File: config.mk
export PLATFORM = sky130hd
export DESIGN_NAME = ddram_rom_arbiter
export DESIGN_NICKNAME = d
export VERILOG_FILES = /design/src/rtl/ddram_rom_arbiter.sv
export SDC_FILE = /design/constraint.sdc
export NUM_CORES = 1
export LEC_CHECK = 0
export ABC_CLOCK_PERIOD_IN_PS = 5920
export CAP_MARGIN = 40
export CORE_AREA = 8 8 122 146
export CTS_CLUSTER_SIZE = 40
export DETAILED_ROUTE_END_ITERATION = 10
export DIE_AREA = 0 0 130 154
export PLACE_DENSITY_LB_ADDON = 0.08
export SLEW_MARGIN = 20
export SYNTH_ARGS = -nofsm -noshare
export SYNTH_HDL_FRONTEND = slang
export SYNTH_SLANG_ARGS = --single-unit
File: constraint.sdc
create_clock -name clk_sys -period 5.92 [get_ports clk_sys]
set_input_delay 1.184 -clock clk_sys [delete_from_list [all_inputs] [get_ports clk_sys]]
set_output_delay 1.184 -clock clk_sys [all_outputs]
set_load 0.02 [all_outputs]
File: src/rtl/ddram_rom_arbiter.sv
// Serialises loader writes, ROM reads and backup-RAM accesses onto the single DDRAM port.
// Optional one-entry ROM read cache is enabled with `define DDRAM_ROM_CACHE_EN.
module ddram_rom_arbiter #(
    parameter logic [28:0] BASE_ADDR = 29'h0600000,
    parameter logic [21:0] BRAM_OFS  = 22'h3F0000
) (
    input  logic        clk_sys,
    input  logic        reset,

    input  logic [24:0] wr_addr,
    input  logic [15:0] wr_data,
    input  logic        wr_req,
    output logic        wr_ack,

    input  logic [24:0] rd_addr,
    input  logic        rd_req,
    output logic        rd_ack,
    output logic [63:0] rd_data,

    input  logic [18:0] bram_addr,
    input  logic [7:0]  bram_din,
    input  logic        bram_we,
    input  logic        bram_req,
    output logic        bram_ack,
    output logic [7:0]  bram_dout,

    input  logic        DDRAM_BUSY,
    output logic [7:0]  DDRAM_BURSTCNT,
    output logic [28:0] DDRAM_ADDR,
    input  logic [63:0] DDRAM_DOUT,
    input  logic        DDRAM_DOUT_READY,
    output logic        DDRAM_RD,
    output logic [63:0] DDRAM_DIN,
    output logic [7:0]  DDRAM_BE,
    output logic        DDRAM_WE
);

    typedef enum logic [2:0] {S_IDLE, S_WR, S_RD, S_RWAIT, S_DRAIN} state_t;
    typedef enum logic [1:0] {C_WR, C_ROM, C_BRAM} cli_t;

    state_t      r_state;
    cli_t        r_cli;
    logic        r_last_rd;
    logic [2:0]  r_bram_lane;
    logic        r_wr_ack, r_rd_ack, r_bram_ack;
    logic [63:0] r_rd_data;
    logic [7:0]  r_bram_dout;
    logic        r_ddr_rd, r_ddr_we;
    logic [28:0] r_ddr_addr;
    logic [63:0] r_ddr_din;
    logic [7:0]  r_ddr_be;

    logic        w_wr_pend, w_rd_pend, w_bram_pend;
    logic        w_grant_rd, w_grant_bram;
    logic        w_rd_hit;
    logic [63:0] w_cache_word;
    logic [28:0] w_ldr_addr, w_rom_addr, w_bram_addr;
    logic        w_unused;

    assign w_wr_pend   = wr_req   ^ r_wr_ack;
    assign w_rd_pend   = rd_req   ^ r_rd_ack;
    assign w_bram_pend = bram_req ^ r_bram_ack;

    // On a rd/bram tie the client granted last time yields.
    assign w_grant_rd   = w_rd_pend && (!w_bram_pend || !r_last_rd);
    assign w_grant_bram = w_bram_pend && !w_grant_rd;

    assign w_ldr_addr  = BASE_ADDR + {7'd0, wr_addr[24:3]};
    assign w_rom_addr  = BASE_ADDR + {7'd0, rd_addr[24:3]};
    assign w_bram_addr = BASE_ADDR + {7'd0, BRAM_OFS} + {13'd0, bram_addr[18:3]};

    assign w_unused = ^{wr_addr[0], rd_addr[2:0]};

`ifdef DDRAM_ROM_CACHE_EN
    logic        r_cache_vld;
    logic [21:0] r_cache_tag;
    logic [63:0] r_cache_data;

    assign w_rd_hit     = r_cache_vld && (r_cache_tag == rd_addr[24:3]);
    assign w_cache_word = r_cache_data;

    // Tag is loaded when the miss is issued; valid is raised only once the word returns.
    always_ff @(posedge clk_sys) begin
        if (reset) begin
            r_cache_vld <= 1'b0;
        end else if (r_state == S_IDLE && w_wr_pend) begin
            r_cache_vld <= 1'b0;
        end else if (r_state == S_IDLE && w_grant_rd && !w_rd_hit) begin
            r_cache_vld <= 1'b0;
            r_cache_tag <= rd_addr[24:3];
        end else if (r_state == S_RWAIT && DDRAM_DOUT_READY && r_cli == C_ROM) begin
            r_cache_vld  <= 1'b1;
            r_cache_data <= DDRAM_DOUT;
        end
    end
`else
    assign w_rd_hit     = 1'b0;
    assign w_cache_word = 64'd0;
`endif

    always_ff @(posedge clk_sys) begin
        if (reset) begin
            r_wr_ack    <= wr_req;
            r_rd_ack    <= rd_req;
            r_bram_ack  <= bram_req;
            r_ddr_rd    <= 1'b0;
            r_ddr_we    <= 1'b0;
            r_ddr_be    <= 8'd0;
            r_ddr_addr  <= 29'd0;
            r_ddr_din   <= 64'd0;
            r_rd_data   <= 64'd0;
            r_bram_dout <= 8'd0;
            r_last_rd   <= 1'b0;
            r_cli       <= C_WR;
            r_bram_lane <= 3'd0;
            // A read already accepted by DDRAM still owes one DOUT_READY.
            case (r_state)
                S_RD:    r_state <= DDRAM_BUSY ? S_IDLE : S_DRAIN;
                S_RWAIT: r_state <= DDRAM_DOUT_READY ? S_IDLE : S_DRAIN;
                S_DRAIN: r_state <= DDRAM_DOUT_READY ? S_IDLE : S_DRAIN;
                default: r_state <= S_IDLE;
            endcase
        end else begin
            case (r_state)
                S_IDLE: begin
                    if (w_wr_pend) begin
                        r_cli      <= C_WR;
                        r_ddr_we   <= 1'b1;
                        r_ddr_addr <= w_ldr_addr;
                        r_ddr_din  <= {4{wr_data}};
                        r_ddr_be   <= 8'b0000_0011 << {wr_addr[2:1], 1'b0};
                        r_state    <= S_WR;
                    end else if (w_grant_rd) begin
                        r_last_rd <= 1'b1;
                        if (w_rd_hit) begin
                            r_rd_data <= w_cache_word;
                            r_rd_ack  <= rd_req;
                        end else begin
                            r_cli      <= C_ROM;
                            r_ddr_rd   <= 1'b1;
                            r_ddr_addr <= w_rom_addr;
                            r_ddr_be   <= 8'hFF;
                            r_state    <= S_RD;
                        end
                    end else if (w_grant_bram) begin
                        r_last_rd   <= 1'b0;
                        r_cli       <= C_BRAM;
                        r_bram_lane <= bram_addr[2:0];
                        r_ddr_addr  <= w_bram_addr;
                        if (bram_we) begin
                            r_ddr_we  <= 1'b1;
                            r_ddr_din <= {8{bram_din}};
                            r_ddr_be  <= 8'b0000_0001 << bram_addr[2:0];
                            r_state   <= S_WR;
                        end else begin
                            r_ddr_rd <= 1'b1;
                            r_ddr_be <= 8'hFF;
                            r_state  <= S_RD;
                        end
                    end
                end
                S_WR: begin
                    if (!DDRAM_BUSY) begin
                        r_ddr_we <= 1'b0;
                        r_state  <= S_IDLE;
                        if (r_cli == C_BRAM) r_bram_ack <= bram_req;
                        else                 r_wr_ack   <= wr_req;
                    end
                end
                S_RD: begin
                    if (!DDRAM_BUSY) begin
                        r_ddr_rd <= 1'b0;
                        r_state  <= S_RWAIT;
                    end
                end
                S_RWAIT: begin
                    if (DDRAM_DOUT_READY) begin
                        r_state <= S_IDLE;
                        if (r_cli == C_BRAM) begin
                            r_bram_dout <= DDRAM_DOUT[{r_bram_lane, 3'b000} +: 8];
                            r_bram_ack  <= bram_req;
                        end else begin
                            r_rd_data <= DDRAM_DOUT;
                            r_rd_ack  <= rd_req;
                        end
                    end
                end
                S_DRAIN: begin
                    if (DDRAM_DOUT_READY) r_state <= S_IDLE;
                end
                default: r_state <= S_IDLE;
            endcase
        end
    end

    assign wr_ack         = r_wr_ack;
    assign rd_ack         = r_rd_ack;
    assign bram_ack       = r_bram_ack;
    assign rd_data        = r_rd_data;
    assign bram_dout      = r_bram_dout;
    assign DDRAM_BURSTCNT = 8'd1;
    assign DDRAM_ADDR     = r_ddr_addr;
    assign DDRAM_RD       = r_ddr_rd;
    assign DDRAM_WE       = r_ddr_we;
    assign DDRAM_DIN      = r_ddr_din;
    assign DDRAM_BE       = r_ddr_be;

endmodule

==> flow_summary.yaml, run 1 <==
setup_path:
  required_ns: 6.18
  crit_arrival_ns: 3.28
  reg2reg_slack_ns: 3.48
  crit_chain: "clkdlybuf4s50_1 -> xnor2_4 -> o211ai_4 -> a21o_1 -> a211oi_1"
  slowest_stage: "a21o_1"
  worst-path-max-fanout: 17
  worst-setup-path-type: "in2reg"
  cp-end-kind: "flop"
  max_stage_delay_ns: 0.70
  cp-start-kind: "primary input"
sta:
  report.final.slew_viol_count: 0
  fin_setup_tns_ns: 0
  setup_viol: 0
  max_freq_ghz: 0.331
  finalCritPeriodShare: 0.510
  max-slew-margin-rel: 0.438
  final-hold-violation-count: 0
  tightest_slew_ns: 0.842
  finalClockSkew_ns: 0.00917
  finalCriticalPeriod_ns: 3.02
  rsz0062_at_grt: "false"
  holdWs_ns: 0.455
yosys:
  synth_ff_type: "dfxtp_1"
  yosysTopAreaCellShare: 0.402
  yosysTopAreaCell: "dfxtp_1"
  ys_ff_latch: 133
  ys_seq_area_frac: 0.430
  yosysWarnings: 0
  synth_edf_count: 6
  synthTopCellsByCount: "144 x nand2_1, 127 x dfxtp_1, 79 x a21oi_1"
  synth.most_common_cell: "nand2_1"
  synth.distinct_cells: 54
  syn_area_per_cell_sq_um: 8.94
  ys_top_cells_by_area: "dfxtp_1 40%, nand2_1 8.5%, buf_4 7.6%"
  synth.cell_area_sq_um: 6330
  netlist_instances: 708
  synthArstFlopShare: 0
detailed_routing:
  vias_per_cell: 5.23
  dr.pass1.iters: 7
  wirelength_mm: 23.6
  routedWlPerCell_microns: 19.8
  drt_iter0_markers: 440
  num_vias: 6223
  ant_nets: 0
  drcViolationCount: 0
layout:
  layout-drive-gt1-share: 0.0793
  syn_to_final_growth_pct: 57.4
  antenna_cells: 0
  design_area_sq_um: 9960
  fin_nets: 1135
  fin_cells: 1191
cts:
  cts-resized-gates: 0
  cts_root_buffer: "clkbuf_16"
  clockBufferDepth: 2
  cts_sinks: 133
  cts_tree: "yes"
  cts_made_buffers: 17
  cts_setup_buffers: 0
  clock_latency_ns: 0.42
  cts_hold_buf: 0
  cts.htree.levels: 4
  clkTransAtPathRegs_ns: 0.06
pwr:
  powerDensity_nw_per_um2: 401
  swShare: 0.372
  clkPwrFrac: 0.255
  p_sw_uw: 1490
  intPower_uw: 2510
  leakage_uw: 0.00340
  p_comb_frac: 0.435
  ir_worst_vdd_v: 0.000167
  power.total_uw: 3990
  pwr-share-seq: 0.310
placed_design:
  place.gp.congestion: 0.856
  hpwl_mm: 18.3
  port_buffers: 333
  placed_cells: 1158
  placed_area_sq_um: 9380
die:
  design.core.area_sq_um: 15500
  die_w_microns: 130
  num_rows: 50
  die_y_microns: 154
  die-area_sq_um: 20000
  ioPinCount: 351
  initial_core_util: 0.409
status:
  status: "completed"
global_routing:
  overflow: 0
  grt_usage: 0.228
  antenna_found_initial: 0
  grt_pass1_wl_mm: 35.3
  grt_max_degree: 74
  grt_pass1_vias: 6376
job:
  maxCapViolations: 0
hold_path:
  hp-class: "reg2reg"
flip-flops by register name, summed over array words and instances (netlist names), 2 cells and up:
signal and count:
DDRAM_BE 8, DDRAM_ADDR 23, rd_data 64, DDRAM_DIN 16
bram_dout 8, r_bram_lane 3, r_state 3, r_cli 2
worst paths after layout:
path	start	endpoint	cells past startpoint
hold reg to reg	rd_data[8]	rd_data[8]	2
hold / removal	rd_data[8]	rd_data[8]	2
setup reg to reg	r_state[0]	DDRAM_ADDR[10]	4
setup / recovery	rd_req	DDRAM_DIN[61]	5
layer usage:
metal,vias up,track usage,wire [microns]
li1,2945,-,-
met3,34,0.0931,2630
met5,-,0,0
met2,287,0.400,12000
met1,2957,0.231,8240
met4,0,0.0987,692
critical path: cells and delay by family:
family                 cells  cell delay (ns)
XOR/XNOR                   1             0.27
AO/OA/AOI/OAI              3             1.27
buffers and inverters      1             0.54
power by group through the flow:
stage	Clock, uW	Combinational [uW]	Sequential [uW]
global route	1080	1840	1260
finish	1020	1740	1240
floorplan	0	925	1400
CTS	1040	1750	1240
global placement	0	1710	1240
detailed placement	0	1750	1260
cell type report:
class / count / area (sq um)
timing repair buffer: 344 / 3450
fill: 1338 / 5490
clock buffer: 19 / 443
sequential: 133 / 2720
inverter: 21 / 78.8
clock inverter: 13 / 133
tap: 208 / 260
multi-input combinational: 453 / 2870
metrics by stage:
stage	setup WS [ns]	utilization
after CTS	2.90	0.644
final	2.90	0.644
after floorplan	3.37	-
after global routing	2.81	0.644
after global placement	2.28	0.602
after detailed placement	2.45	0.607
cell families (layout without fill, tap and decap cells):
family	count (synthesis)	count (layout)	synth area share
compound gates	197	197	0.219
xor+xnor	7	7	0.0156
buf+inv	133	397	0.125
flops	133	133	0.430
mux	25	25	0.0712
other cells	2	13	0.00119
simple gates	211	211	0.138
placed cells by master, fill, tap and decap left out, types with 7 or more instances in the layout:
| master | Yosys | final |
|---|---|---|
| nor2_1 | 33 | 33 |
| mux2i_1 | 9 | 9 |
| clkbuf_16 | 0 | 17 |
| a211oi_1 | 18 | 18 |
| inv_1 | 21 | 21 |
| a211oi_2 | 7 | 7 |
| o2bb2ai_1 | 10 | 10 |
| o31ai_1 | 11 | 11 |
| nand2_1 | 144 | 144 |
| mux4_2 | 16 | 16 |
| clkdlybuf4s50_1 | 0 | 332 |
| a21oi_1 | 79 | 79 |
| dfxtp_1 | 127 | 127 |
| a31oi_1 | 11 | 11 |
| a222oi_1 | 10 | 10 |
| conb_1 | 2 | 13 |
| o21ai_0 | 16 | 16 |
| buf_4 | 64 | 8 |
| nand3_1 | 10 | 10 |
Note: power is estimated with default switching activity, not from simulation.
==> run 2: changes to the inputs <==
--- a/config.mk
+++ b/config.mk
@@ -5,12 +5,12 @@
 export SDC_FILE = /design/constraint.sdc
 export NUM_CORES = 1
 export LEC_CHECK = 0
-export ABC_CLOCK_PERIOD_IN_PS = 5920
+export ABC_CLOCK_PERIOD_IN_PS = 3000
 export CAP_MARGIN = 40
-export CORE_AREA = 8 8 122 146
+export CORE_AREA = 8 8 126 151
 export CTS_CLUSTER_SIZE = 40
 export DETAILED_ROUTE_END_ITERATION = 10
-export DIE_AREA = 0 0 130 154
+export DIE_AREA = 0 0 134 159
 export PLACE_DENSITY_LB_ADDON = 0.08
 export SLEW_MARGIN = 20
 export SYNTH_ARGS = -nofsm -noshare
==> constraint.sdc (replaced) <==
create_clock -name clk_sys -period 3 [get_ports clk_sys]
set_input_delay 0.6 -clock clk_sys [delete_from_list [all_inputs] [get_ports clk_sys]]
set_output_delay 0.6 -clock clk_sys [all_outputs]
set_load 0.02 [all_outputs]
==> flow_summary.yaml, run 2 (same netlist as run 1, synthesis figures left out) <==
global_routing:
  grt_max_degree: 74
  antenna_found_initial: 0
  grt_pass1_wl_mm: 35.5
  overflow: 0
  grt_pass1_vias: 6100
  grt_usage: 0.211
placed_design:
  post-place-ws_ns: 0.167
  hpwl_mm: 17.8
  place.gp.congestion: 0.804
  placed_cells: 1176
  port_buffers: 333
layout:
  fin_cells: 1209
  largest_register_ffs: 64
  antenna_cells: 0
  mostFrequentLayoutCell: "clkdlybuf4s50_1"
  layout-drive-gt1-share: 0.0906
  final_cell_mix: "332 x clkdlybuf4s50_1, 144 x nand2_1, 127 x dfxtp_1"
  syn_to_final_growth_pct: 60.2
  fin_nets: 1145
  fill_cells: 1463
pwr:
  powerDensity_nw_per_um2: 810
  leakage_uw: 0.00350
  ir_worst_vdd_v: 0.000317
sta:
  finalCritPeriodShare: 0.787
  max-slew-margin-rel: 0.459
  fin_setup_tns_ns: 0
  setup_viol: 0
  report.final.slew_viol_count: 0
  rsz0062_at_grt: "false"
  finalClockSkew_ns: 0.0124
  holdWs_ns: 0.451
  max_freq_ghz: 0.424
  finalCriticalPeriod_ns: 2.36
  tightest_slew_ns: 0.811
  final-hold-violation-count: 0
  setup_slack_ns: 0.639
setup_path:
  crit_arrival_ns: 2.67
  cp-end-kind: "flop"
  required_ns: 3.31
  worst-setup-path-type: "in2reg"
  worst-path-max-fanout: 17
  cp-start-kind: "primary input"
cts:
  cts_root_buffer: "clkbuf_16"
  cts_made_buffers: 17
  cts-resized-gates: 0
  clkTransAtPathRegs_ns: 0.06
  cts_sinks: 133
  cts_tree: "yes"
  clock_latency_ns: 0.42
  cts_hold_buf: 0
  clockBufferDepth: 2
  cts.htree.levels: 4
  cts_setup_buffers: 0
die:
  initial_core_util: 0.381
  design.core.area_sq_um: 16600
  die_w_microns: 134
  num_rows: 52
  die-area_sq_um: 21300
  ioPinCount: 351
  die_y_microns: 159
detailed_routing:
  ant_nets: 0
  vias_per_cell: 5.06
  drt_iter0_markers: 339
  wirelength_mm: 23.3
  drcViolationCount: 0
  routedWlPerCell_microns: 19.2
  num_vias: 6115
  dr.pass1.iters: 5
hold_path:
  hp-class: "reg2reg"
status:
  status: "completed"
job:
  maxCapViolations: 0
[run 2: critical path, cell delays in order]
cell	delay [ns]
clkdlybuf4s50_1	0.61
xor2_4	0.24
buf_4	0.20
o211ai_4	0.16
a21o_1	0.49
a211oi_1	0.35
[run 2: report_power, final]
part | switching (uW) | internal, uW | total [uW]
logic | 1860 | 1630 | 3480
clock network | 804 | 1500 | 2310
registers | 282 | 2140 | 2420
total | 2940 | 5270 | 8210
[run 2: final timing paths]
check	startpoint	endpoint	cells after the start	slack, ns
max	bram_req	DDRAM_DIN[54]	6	0.64
min	rd_data[53]	rd_data[53]	2	0.45
min reg2reg	rd_data[53]	rd_data[53]	2	0.45
max reg2reg	r_state[0]	DDRAM_ADDR[22]	4	0.71
[run 2: per-layer routing]
metal	up-vias	wire length (microns)	track usage
met2	236	11900	0.373
met5	-	0	0
li1	2974	-	-
met3	16	2150	0.0789
met1	2889	8910	0.230
met4	0	307	0.0588
[run 2: layout make-up]
type / instances / area [sq um] / area share
clock inverters: 9 / 135 / 0.0133
repair buffers: 354 / 3520 / 0.347
well taps: 216 / 270 / 0.0267
flip-flops and latches: 133 / 2720 / 0.269
inverters: 21 / 78.8 / 0.00778
multi-input cells: 453 / 2870 / 0.284
clock buffers: 23 / 531 / 0.0524
[run 2: through the flow]
step	instance area, sq um	util	power (uW)
2_1_floorplan	6370	-	4590
3_5_place_dp	9460	0.570	5970
3_3_place_gp	9440	0.569	5930
4_1_cts	10100	0.610	8290
5_1_grt	10100	0.611	8600
6_report	10100	0.611	8210
==> run 3: changes to the inputs <==
--- a/config.mk
+++ b/config.mk
@@ -5,7 +5,7 @@
 export SDC_FILE = /design/constraint.sdc
 export NUM_CORES = 1
 export LEC_CHECK = 0
-export ABC_CLOCK_PERIOD_IN_PS = 3000
+export ABC_CLOCK_PERIOD_IN_PS = 2200
 export CAP_MARGIN = 40
 export CORE_AREA = 8 8 126 151
 export CTS_CLUSTER_SIZE = 40
==> constraint.sdc (replaced) <==
create_clock -name clk_sys -period 2.2 [get_ports clk_sys]
set_input_delay 0.44 -clock clk_sys [delete_from_list [all_inputs] [get_ports clk_sys]]
set_output_delay 0.44 -clock clk_sys [all_outputs]
set_load 0.02 [all_outputs]
==> flow_summary.yaml, run 3 (same netlist as run 1, synthesis figures left out) <==
global_routing:
  overflow: 0
  antenna_found_initial: 0
  grt_pass1_wl_mm: 35.5
  grt_max_degree: 72
  grt_pass1_vias: 6161
  grt_usage: 0.212
detailed_routing:
  wirelength_mm: 23.0
  routedWlPerCell_microns: 18.5
  num_vias: 6167
  drt_iter0_markers: 335
  ant_nets: 0
  drcViolationCount: 0
  vias_per_cell: 4.97
  dr.pass1.iters: 5
die:
  die_y_microns: 159
  num_rows: 52
  design.core.area_sq_um: 16600
  die-area_sq_um: 21300
  ioPinCount: 351
  initial_core_util: 0.381
  die_w_microns: 134
cts:
  clkTransAtPathRegs_ns: 0.06
  cts_root_buffer: "clkbuf_16"
  cts-resized-gates: 0
  cts.htree.levels: 4
  clock_latency_ns: 0.42
  cts_setup_buffers: 0
  cts_hold_buf: 0
  clockBufferDepth: 2
  cts_sinks: 133
  cts_tree: "yes"
  cts_made_buffers: 17
sta:
  holdWs_ns: 0.428
  report.final.slew_viol_count: 0
  fin_setup_tns_ns: 0
  max_freq_ghz: 0.490
  tightest_slew_ns: 0.537
  setup_slack_ns: 0.161
  finalCritPeriodShare: 0.927
  rsz0062_at_grt: "false"
  finalCriticalPeriod_ns: 2.04
  setup_viol: 0
  finalClockSkew_ns: 0.0103
  final-hold-violation-count: 0
  max-slew-margin-rel: 0.641
setup_path:
  cp-end-kind: "output port"
  cp_num_buf_inv: 1
  worst-setup-path-type: "reg2out"
  required_ns: 1.76
  path_delay_family: "buffers and inverters"
  worst-path-max-fanout: 3
  crit_arrival_ns: 1.60
  cp-start-kind: "flop"
  crit_chain: "clkdlybuf4s50_1"
  slowest_stage: "clkdlybuf4s50_1"
  max_stage_delay_ns: 0.70
layout:
  fill_cells: 1459
  syn_to_final_growth_pct: 64.1
  mostFrequentLayoutCell: "clkdlybuf4s50_1"
  layout-drive-gt1-share: 0.118
  fin_nets: 1177
  antenna_cells: 0
  fin_cells: 1241
  largest_register_ffs: 64
  finish.utilization: 0.626
  multiInputGateArea_sq_um: 2870
  final-seq-area_sq_um: 2720
  final_cell_mix: "332 x clkdlybuf4s50_1, 144 x nand2_1, 127 x dfxtp_1"
pwr:
  p_comb_frac: 0.451
  intPower_uw: 7220
  powerDensity_nw_per_um2: 1080
  p_sw_uw: 4040
  ir_worst_vdd_v: 0.000538
  pwr-share-seq: 0.289
  swShare: 0.359
  leakage_uw: 0.00365
  clkPwrFrac: 0.260
status:
  status: "completed"
job:
  maxCapViolations: 0
placed_design:
  port_buffers: 333
  placed_cells: 1209
  place.gp.congestion: 0.805
  post-place-ws_ns: -0.149
  hpwl_mm: 17.9
hold_path:
  hp-class: "in2reg"
## run 3: changes by cell type in the layout (fill, tap and decap cells not counted)
cell,before,now
buf_4,19,46
clkbuf_1,0,1
clkinv_2,2,4
buf_12,2,8
buf_8,1,0
clkinvlp_4,0,1
clkbuf_8,4,2
clkbuf_16,19,17
## run 3: through the flow
step | total power [uW] | cell area, sq um
global route | 11800 | 10400
detailed placement | 8430 | 9770
CTS | 11400 | 10400
global placement | 8390 | 9770
floorplan | 6260 | 6370
finish | 11300 | 10400
## run 3: per-layer routing
metal,vias up,track usage,wire (microns)
li1,3037,-,-
met1,2855,0.228,8680
met2,251,0.376,11700
met3,24,0.0792,2200
met4,0,0.0680,374
met5,-,0,0
## run 3: power by group through the flow
stage	Combinational (uW)	Sequential, uW	Clock, uW
finish	5080	3250	2930
global route	5420	3310	3110
CTS	5140	3250	3000
detailed placement	5130	3300	0
global placement	5100	3280	0
floorplan	2490	3770	0
## run 3: path summary, 6_finish.rpt
| check | end | depth (start not counted) | slack, ns | from |
|---|---|---|---|---|
| min reg2reg | rd_data[24] | 2 | 0.45 | rd_data[24] |
| max reg2reg | rd_data[44] | 6 | 0.31 | r_state[2] |
| min | rd_data[21] | 2 | 0.43 | reset |
| max | rd_ack | 1 | 0.16 | rd_ack |
## run 3: area by class of cell
type,instances,area share
Timing Repair Buffer,386,0.369
Multi-Input combinational cell,453,0.277
Sequential cell,133,0.262
Clock buffer,20,0.0440
Tap cell,216,0.0260
Clock inverter,12,0.0147
Inverter,21,0.00759
